--- config.mk ---
export PLATFORM = sky130hd
export DESIGN_NAME = count_monitor
export DESIGN_NICKNAME = d
export VERILOG_FILES = /design/src/rtl/count_monitor.sv
export SDC_FILE = /design/constraint.sdc
export NUM_CORES = 1
export LEC_CHECK = 0
export BUFFER_PORTS_ARGS = -buffer_cell sky130_fd_sc_hd__buf_2
export CORE_MARGIN = 8
export CORE_UTILIZATION = 49
export CTS_CLUSTER_DIAMETER = 200
export DETAILED_ROUTE_END_ITERATION = 6
export PLACE_DENSITY = 0.74
export SKIP_LAST_GASP = 1
export SYNTH_ARGS = -nofsm -noshare
export SYNTH_HDL_FRONTEND = slang
export SYNTH_SLANG_ARGS = --single-unit
--- constraint.sdc ---
create_clock -name clk -period 2.1 [get_ports clk]
set_clock_uncertainty 0.1 [all_clocks]
set_input_delay 0.21 -clock clk [delete_from_list [all_inputs] [get_ports clk]]
set_output_delay 0.21 -clock clk [all_outputs]
set_load 0.02 [all_outputs]
--- src/rtl/count_monitor.sv ---
// Watches a free-running 4-bit down counter, locks after LOCK_CNT clean steps,
// and keeps saturating wrap/error statistics while locked.
module count_monitor #(
  parameter int unsigned LOCK_CNT = 4,
  parameter int unsigned CNT_W    = 8
) (
  input  logic             clk,
  input  logic             rst,
  input  logic [3:0]       counter,
  input  logic             clr,
  output logic             locked,
  output logic             wrap_pulse,
  output logic [CNT_W-1:0] wrap_count,
  output logic [CNT_W-1:0] err_count,
  output logic             err_sticky
);

  localparam int unsigned      RUN_W    = 4;
  localparam logic [RUN_W-1:0] RUN_LAST = RUN_W'(LOCK_CNT - 1);
  localparam logic [CNT_W-1:0] CNT_MAX  = {CNT_W{1'b1}};

  typedef enum logic [1:0] {
    IDLE,
    ACQ,
    LOCKED
  } state_t;

  state_t           state_q, state_d;
  logic [3:0]       prev_q;
  logic [RUN_W-1:0] run_q, run_d;
  logic [3:0]       expect_c;
  logic             good_c;
  logic             wrap_evt;
  logic             err_evt;

  // Step classification and next-state / event decode.
  always_comb begin
    state_d  = state_q;
    run_d    = run_q;
    wrap_evt = 1'b0;
    err_evt  = 1'b0;
    expect_c = prev_q - 4'd1;
    good_c   = (counter == expect_c);

    case (state_q)
      IDLE: begin
        state_d = ACQ;
        run_d   = '0;
      end
      ACQ: begin
        if (good_c) begin
          if (run_q == RUN_LAST) begin
            state_d = LOCKED;
            run_d   = '0;
          end else begin
            run_d = run_q + RUN_W'(1);
          end
        end else begin
          run_d = '0;
        end
      end
      LOCKED: begin
        if (good_c) begin
          wrap_evt = (prev_q == 4'd0);
        end else begin
          state_d = ACQ;
          run_d   = '0;
          err_evt = 1'b1;
        end
      end
      default: begin
        state_d = IDLE;
        run_d   = '0;
      end
    endcase
  end

  // State, sample history and registered outputs; clr only touches statistics.
  always_ff @(posedge clk) begin
    if (rst) begin
      state_q    <= IDLE;
      prev_q     <= '0;
      run_q      <= '0;
      locked     <= 1'b0;
      wrap_pulse <= 1'b0;
      wrap_count <= '0;
      err_count  <= '0;
      err_sticky <= 1'b0;
    end else begin
      state_q    <= state_d;
      prev_q     <= counter;
      run_q      <= run_d;
      locked     <= (state_d == LOCKED);
      wrap_pulse <= wrap_evt;
      if (clr) begin
        wrap_count <= '0;
        err_count  <= '0;
        err_sticky <= 1'b0;
      end else begin
        if (wrap_evt && (wrap_count != CNT_MAX)) wrap_count <= wrap_count + CNT_W'(1);
        if (err_evt && (err_count != CNT_MAX))   err_count  <= err_count + CNT_W'(1);
        if (err_evt)                              err_sticky <= 1'b1;
      end
    end
  end

endmodule

Yosys cells after proc, flatten, opt, wreduce, memory -nomap -nowiden
Cells that the tools add are included.
- add/subtract/negate cells: 4
- equality and inequality tests: 8
- multiplexer cells: 12
- reductions and logical operators: 5
- operators with widths (cell ; number):
    8-bit by 1-bit adder with 8-bit output, second input constant ; 2
    8-bit != test, second input constant ; 2
    4-bit two-way mux ; 3
    4-bit case mux with 2 select lines ; 1
    2-bit two-way mux ; 3
    2-bit case mux with 3 select lines ; 1
    4-bit by 1-bit adder with 4-bit output, second input constant ; 1
    2-bit equality test, second input constant ; 2
    4-bit by 2-bit equality test with 1-bit output, second input constant ; 1
    4-bit equality test ; 1
    4-bit logical NOT ; 1
    1-bit two-way mux ; 4
    4-bit by 1-bit subtractor with 4-bit output, second input constant ; 1
    2-bit by 1-bit equality test with 1-bit output, second input constant ; 1
    1-bit logical AND ; 2
    2-bit logical NOT ; 1
    2-bit != test, second input constant ; 1
    2-bit OR reduction ; 1
- bits in registers: 29
- input bits: 7
- output and inout bits: 19
- logic and storage cells: 37

Logic depth before layout (Yosys ltp)
Gate-level depths: netlist of the first run.
- depth in word-level cells: 5
- mapped depth: 8
- depth with buffers taken out: 7

Worst setup path after synthesis of the first run
OpenSTA, ideal clock, no wires.
- path kind: register -> register
- from: register prev_q[0]
- to: register wrap_count[2]
- setup time: 0.070 ns
- arrival: 1.965 ns
- data required time: 1.930 ns
- setup slack: -0.035 ns
- cell stages (with the launch flop): 9
- path buffers: 1
- period minus slack after synthesis: 2.135 ns
- path through: dfxtp_1 > inv_1 > ha_1 > xnor3_1 > and3_1 > nand2_2 > buf_6 > or4_1 > a21oi_1
- word-level cells in the longest chain between the ends: 5
- elaborated cells on any way between the ends: 6
- those cells by class: 1 x add/sub; 1 x eq/ne; 2 x mux; 2 x reduce/logical
- ends and longest elaborated chain (item ; RTL line ; text):
    start, declared ; 29 ; logic [3:0] prev_q;
    start signal, assigned ; 91 ; prev_q <= counter;
    4-bit by 1-bit subtractor with 4-bit output ; 42 ; expect_c = prev_q - 4'd1;
    4-bit equality test ; 43 ; good_c = (counter == expect_c);
    1-bit two-way mux * ; 63 ; if (good_c) begin
    1-bit two-way mux * ; 45 ; case (state_q)
    1-bit logical AND * ; 100 ; if (wrap_evt && (wrap_count != CNT_MAX)) wrap_count <= wrap_count + CNT_W'(1);
    end signal, assigned ; 100 ;
    end, declared ; 13 ; output logic [CNT_W-1:0] wrap_count,
Every way passes the cells marked *; elsewhere a longest branch is shown, timed or not.
A chain may end at the register's enable or synchronous reset.

Worst setup path after layout of the first run
- from: register prev_q[1]
- to: register wrap_count[4]
The elaborated chain is that of the path after synthesis.

==> results.py, run 1 <==
metrics = {
    "cells_and_area": {
        "final_layout_size_suffix_gt1_frac": 0.256,
        "final_util": 0.613,
        "layout.cells.non_filler": 226,
        "antenna_cells": 0,
        "nets": 207,
        "fillers": 249,
        "fin_area_sq_mm": 0.00170,
        "area_growth_pct": 16.9,
    },
    "pwr": {
        "max-vdd-ir-drop_mv": 0.517,
        "p_per_area_mw_per_mm2": 582,
        "leakagePower_nw": 0.677,
        "p_total_mw": 0.993,
    },
    "critical_path": {
        "crit_path_start_kind": "register",
        "arrival_ns": 2.15,
        "r2r_start": "prev_q[1]",
        "startpoint": "prev_q[1]",
        "regToRegEndpoint": "wrap_count[4]",
        "r2r_cells": 7,
        "crit_fanout": 10,
        "crit_type": "reg2reg",
        "end_kind": "register",
        "crit_required_ns": 2.26,
        "r2r_slack_ns": 0.10,
    },
    "min_path": {
        "holdPathStages": 2,
        "hold_end": "prev_q[1]",
        "hold_class": "in2reg",
        "min_from": "counter[1]",
    },
    "logic_synthesis": {
        "synth-edff-count": 0,
        "synth-seq-area-share": 0.398,
        "synth_top_area_cell": "dfxtp_1",
        "syn_area_per_cell_sq_um": 8.89,
        "synth_area_leaders": "dfxtp_1 (40%), a21oi_1 (4.8%), nor2_1 (4.4%)",
        "synthCells": 164,
        "synth_simple_gate_area_frac": 0.269,
        "synth_xor_area_frac": 0.0618,
        "yosysWarnings": 0,
        "synthFlopType": "dfxtp_1",
        "netlist_area_sq_mm": 0.00146,
        "synth_top_area_frac": 0.398,
        "ys_async_sr_fraction": 0,
        "synth_compound_area_frac": 0.176,
        "ys_ff_latch": 29,
        "synth_top_family_by_area": "simple AND/OR/NAND/NOR gates",
        "yosys.cell_types.count": 45,
        "synth.most_common_cell": "dfxtp_1",
        "synth.net_count": 176,
        "yosys-top-cells-count": "dfxtp_1 (29), nor2_1 (17), a21oi_1 (14)",
        "synthMuxAreaShare": 0.0137,
        "synthAdderAreaFrac": 0.0429,
    },
    "place": {
        "place_congestion": 0.825,
        "dpl_cell_area_sq_mm": 0.00162,
        "pre_cts_ws_ns": 0.00313,
        "dp_cells": 219,
        "place_hpwl_microns": 2400,
        "portBuffers": 25,
    },
    "die": {
        "rows": 19,
        "io_pins": 26,
        "core-area_sq_mm": 0.00278,
        "die_h_microns": 70.5,
        "floorplan.initialDensity": 0.524,
        "die_w_microns": 70.5,
        "die_area_sq_mm": 0.00498,
    },
    "drt": {
        "first_iter_violations": 90,
        "avgRoutedWirePerCell_microns": 13.9,
        "drc": 0,
        "first_pass_iters": 4,
        "dr_total_vias": 1284,
        "wirelength_microns": 3140,
        "vias_per_cell": 5.68,
        "ant_nets": 0,
    },
    "grt": {
        "grt_remaining_overflow": 0,
        "grt_usage": 0.136,
        "grt_first_pass_wirelength_microns": 5530,
        "grt_max_degree": 14,
        "antenna_found_initial": 0,
        "grt_pass1_vias": 1266,
    },
    "sta": {
        "fin_crit_sh": 0.951,
        "layout_min_cycle_time_ns": 2.00,
        "hold_violations": 0,
        "max_slew.worst_pin.slew_ns": 0.390,
        "worst_slack_ns": 0.102,
        "slew_violations": 0,
        "max_freq_mhz": 501,
        "finalSetupViolCount": 0,
        "rsz0062_at_grt": "true",
        "slew_headroom": 0.739,
    },
    "cts": {
        "postCtsSetupBuffers": 0,
        "cts_sinks": 29,
        "tritoncts": "built",
        "cts_root_buffer": "clkbuf_4",
        "htree_levels": 2,
        "clockBufferDepth": 2,
        "cts_buffers": 5,
        "clk_latency_ns": 0.32,
        "postCtsHoldBufs": 0,
        "cts.clk_slew.worst_paths_ns": 0.09,
    },
    "run_status": {
        "status": "finished clean",
    },
    "run": {
        "cap_violations": 0,
    },
}
[layout by cell type (no fill, tap or decap), types with 2 or more instances in the layout]
cell / instances
mux2i_1: 2
nor4_1: 2
nand2_1: 13
clkbuf_4: 5
nor2b_1: 6
a211oi_1: 3
nor2_1: 17
dfxtp_1: 27
nor3_1: 2
o21ai_0: 5
and3_1: 4
inv_1: 5
buf_4: 4
o31ai_1: 4
ha_1: 5
a21oi_2: 2
a22oi_1: 2
buf_2: 25
or4_4: 2
a21oi_1: 12
xnor2_1: 2
and4_1: 2
dfxtp_2: 2
nand3_1: 7
xor2_1: 2
a31oi_1: 2
or3_1: 7
[worst max-delay path by stage]
stage | cells past startpoint | slack (ns) | end
floorplan | 8 | 0.02 | wrap_count[2]
global placement | 7 | 0.08 | wrap_count[4]
detailed placement | 7 | 0.003 | wrap_count[5]
CTS | 7 | 0.008 | err_count[6]
global route | 7 | -0.01 | wrap_count[5]
finish | 7 | 0.10 | wrap_count[4]
[power breakdown]
part | switching, mW | internal [mW]
logic | 0.0532 | 0.0395
clock network | 0.182 | 0.158
registers | 0.00520 | 0.555
[what timing repair did]
item                                    CTS  global route
gates resized for setup                   2             6
pin swaps                                 1             6
endpoints found under the setup margin    3            10
[stage by stage]
step / setup TNS, ns / hold WS [ns]
6_report: 0 / 0.0199
5_1_grt: -0.0137 / 0.00585
4_1_cts: 0 / 0.00344
3_5_place_dp: 0 / 0.355
3_3_place_gp: 0 / 0.349
2_1_floorplan: 0 / 0.174
[layout make-up]
class / instances / area, sq um / area share
multi-input cells: 125 / 853 / 0.501
clock buffers: 7 / 55.1 / 0.0323
inverters: 5 / 18.8 / 0.0110
flip-flops and latches: 29 / 583 / 0.342
well taps: 31 / 38.8 / 0.0228
repair buffers: 29 / 155 / 0.0910
[state kept, by name, summed over array words and instances, names as in the netlist]
register,cells
prev_q,4
locked,1
state_q,2
err_count,8
err_sticky,1
wrap_pulse,1
wrap_count,8
run_q,4
[routing by layer]
layer	vias up	track usage	share of wire
met4	0	0.0744	0.023
met3	8	0.0418	0.046
met5	-	0	0
met1	592	0.144	0.45
met2	26	0.236	0.48
li1	658	-	-
[worst max-delay path: stages (launching register included)]
cell	delay, ns
dfxtp_2	0.34
inv_1	0.06
ha_1	0.30
xor2_1	0.20
and3_4	0.22
nand2_4	0.08
or4_4	0.52
a21oi_2	0.11
[logic make-up (layout without fill, tap and decap cells)]
family,after synthesis,count (layout)
simple gates,71,71
compound gates,40,40
flops,29,29
buf+inv,10,41
xor+xnor,7,7
fa+ha+maj,5,5
mux,2,2
No activity file was read; power rests on OpenSTA's default activity.
==> inputs of run 2 (changes only) <==
--- a/config.mk
+++ b/config.mk
@@ -7,10 +7,10 @@
 export LEC_CHECK = 0
 export BUFFER_PORTS_ARGS = -buffer_cell sky130_fd_sc_hd__buf_2
 export CORE_MARGIN = 8
-export CORE_UTILIZATION = 49
-export CTS_CLUSTER_DIAMETER = 200
+export CORE_UTILIZATION = 58
+export CTS_CLUSTER_DIAMETER = 60
 export DETAILED_ROUTE_END_ITERATION = 6
-export PLACE_DENSITY = 0.74
+export PLACE_DENSITY = 0.82
 export SKIP_LAST_GASP = 1
 export SYNTH_ARGS = -nofsm -noshare
 export SYNTH_HDL_FRONTEND = slang
==> constraint.sdc (replaced) <==
create_clock -name clk -period 2.4 [get_ports clk]
set_clock_uncertainty 0.1 [all_clocks]
set_input_delay 0.24 -clock clk [delete_from_list [all_inputs] [get_ports clk]]
set_output_delay 0.24 -clock clk [all_outputs]
set_load 0.02 [all_outputs]
==> run 2 against run 1 <==
First-iteration DRC count shrank 26%. Non-clock buffer count shrank 3. Wire length shrank 0.45%. Sequential cell count is the same. Sequential power shrank 12%. Critical path type unchanged.
==> results.py, run 2 (synthesized netlist as in run 1, its figures left out) <==
metrics = {
    "run_status": {
        "status": "finished clean",
    },
    "sta": {
        "fin_crit_sh": 0.928,
        "max_slew.worst_pin.slew_ns": 0.490,
        "slew_violations": 0,
        "slew_headroom": 0.673,
        "setup_tns_ns": 0,
        "hold_violations": 0,
        "rsz0062_at_grt": "false",
        "finalSetupViolCount": 0,
        "layout_min_cycle_time_ns": 2.23,
        "max_freq_mhz": 449,
    },
    "critical_path": {
        "crit_path_start_kind": "register",
        "crit_family": "simple AND/OR/NAND/NOR gates",
        "cp_num_cells": 7,
        "end_kind": "register",
        "cp_slowest_stage_delay_ns": 0.51,
        "r2r_cells": 7,
        "crit_fanout": 12,
        "r2r_slack_ns": 0.17,
        "regToRegEndpoint": "wrap_count[2]",
        "cp_num_buf_inv": 1,
        "critPathSlowestCell": "or4_1",
        "arrival_ns": 2.38,
        "crit_required_ns": 2.55,
        "path_cells": "inv_1 > ha_1 > xnor3_1 > and3_1 > nand2_2 > or4_1 > a21oi_1",
        "r2r_start": "prev_q[1]",
        "crit_type": "reg2reg",
    },
    "cts": {
        "postCtsSetupBuffers": 0,
        "cts_buffers": 5,
        "cts.clk_slew.worst_paths_ns": 0.10,
        "htree_levels": 2,
        "clk_latency_ns": 0.32,
        "tritoncts": "built",
        "cts_sinks": 29,
        "clockBufferDepth": 2,
        "cts_root_buffer": "clkbuf_4",
    },
    "pwr": {
        "leakagePower_nw": 0.661,
        "p_per_area_mw_per_mm2": 544,
        "p_total_mw": 0.904,
        "max-vdd-ir-drop_mv": 0.402,
    },
    "die": {
        "die_h_microns": 66.1,
        "core-area_sq_mm": 0.00243,
        "die_w_microns": 66.1,
        "io_pins": 26,
        "floorplan.initialDensity": 0.599,
        "die_area_sq_mm": 0.00437,
        "rows": 18,
    },
    "min_path": {
        "hold_class": "in2reg",
        "holdPathStages": 2,
        "min_from": "counter[2]",
        "hold_end": "prev_q[2]",
    },
    "drt": {
        "vias_per_cell": 5.85,
        "drc": 0,
        "avgRoutedWirePerCell_microns": 14.0,
        "dr_total_vias": 1304,
        "wirelength_microns": 3130,
        "first_pass_iters": 4,
        "first_iter_violations": 67,
        "ant_nets": 0,
    },
    "grt": {
        "grt_pass1_vias": 1293,
        "grt_max_degree": 14,
        "grt_first_pass_wirelength_microns": 5420,
        "grt_remaining_overflow": 0,
        "antenna_found_initial": 0,
        "grt_usage": 0.156,
    },
    "cells_and_area": {
        "final_layout_size_suffix_gt1_frac": 0.223,
        "most-common-layout-cells": "dfxtp_1 (28), buf_2 (25), nor2_1 (17)",
        "final_util": 0.683,
        "reg_top3": "err_count x8, wrap_count x8",
        "area_growth_pct": 14.0,
        "antenna_cells": 0,
        "layout_commonest_cell": "dfxtp_1",
        "nets": 204,
    },
    "run": {
        "cap_violations": 0,
    },
    "place": {
        "portBuffers": 25,
        "place_hpwl_microns": 2350,
        "place_congestion": 0.875,
    },
}
run 2: how the worst max path moves through the flow:
stage	from	to	slack, ns
floorplan	prev_q[0]	wrap_count[2]	0.26
global placement	prev_q[0]	wrap_count[4]	0.23
detailed placement	prev_q[0]	wrap_count[5]	0.14
CTS	prev_q[0]	wrap_count[2]	0.10
global route	prev_q[1]	wrap_count[4]	0.06
finish	prev_q[1]	wrap_count[2]	0.17
run 2: power breakdown:
group          switching [mW]  internal [mW]  leakage, nW
logic                  0.0405         0.0294        0.384
clock network           0.172          0.170       0.0413
registers             0.00594          0.486        0.235
run 2: worst register-to-register path, cell delays in order, from the launching register on:
cell and delay [ns]:
dfxtp_1 0.39, inv_1 0.08, ha_1 0.18, xnor3_1 0.38, and3_1 0.20, nand2_2 0.15
or4_1 0.51, a21oi_1 0.16
run 2: metal layers:
metal | vias up | routed length (microns) | GRT usage
met2 | 28 | 1560 | 0.258
met4 | 0 | 69 | 0.0960
met5 | - | 0 | 0
met3 | 6 | 123 | 0.0458
met1 | 617 | 1370 | 0.172
li1 | 653 | - | -
run 2: layout make-up:
type,instances,area (sq um)
fillers,219,771
clock buffers,7,65.1
clock inverters,1,5.00
well taps,30,37.5
inverters,5,18.8
multi-input cells,125,821
flip-flops and latches,29,582
repair buffers,26,133
run 2: timing repair:
action | in CTS | in global routing
resized for setup | 0 | 1
hold buffers | 0 | 0
setup endpoints to repair | 0 | 1
run 2: metrics by stage:
step           cells  hold WS [ns]  setup WS [ns]  instance area (sq um)
2_1_floorplan    164         0.212          0.265                   1460
3_3_place_gp     215         0.352          0.233                   1590
3_5_place_dp     215         0.370          0.141                   1590
4_1_cts          223        0.0401          0.103                   1660
5_1_grt          223        0.0517         0.0569                   1660
6_report         223        0.0522          0.172                   1660
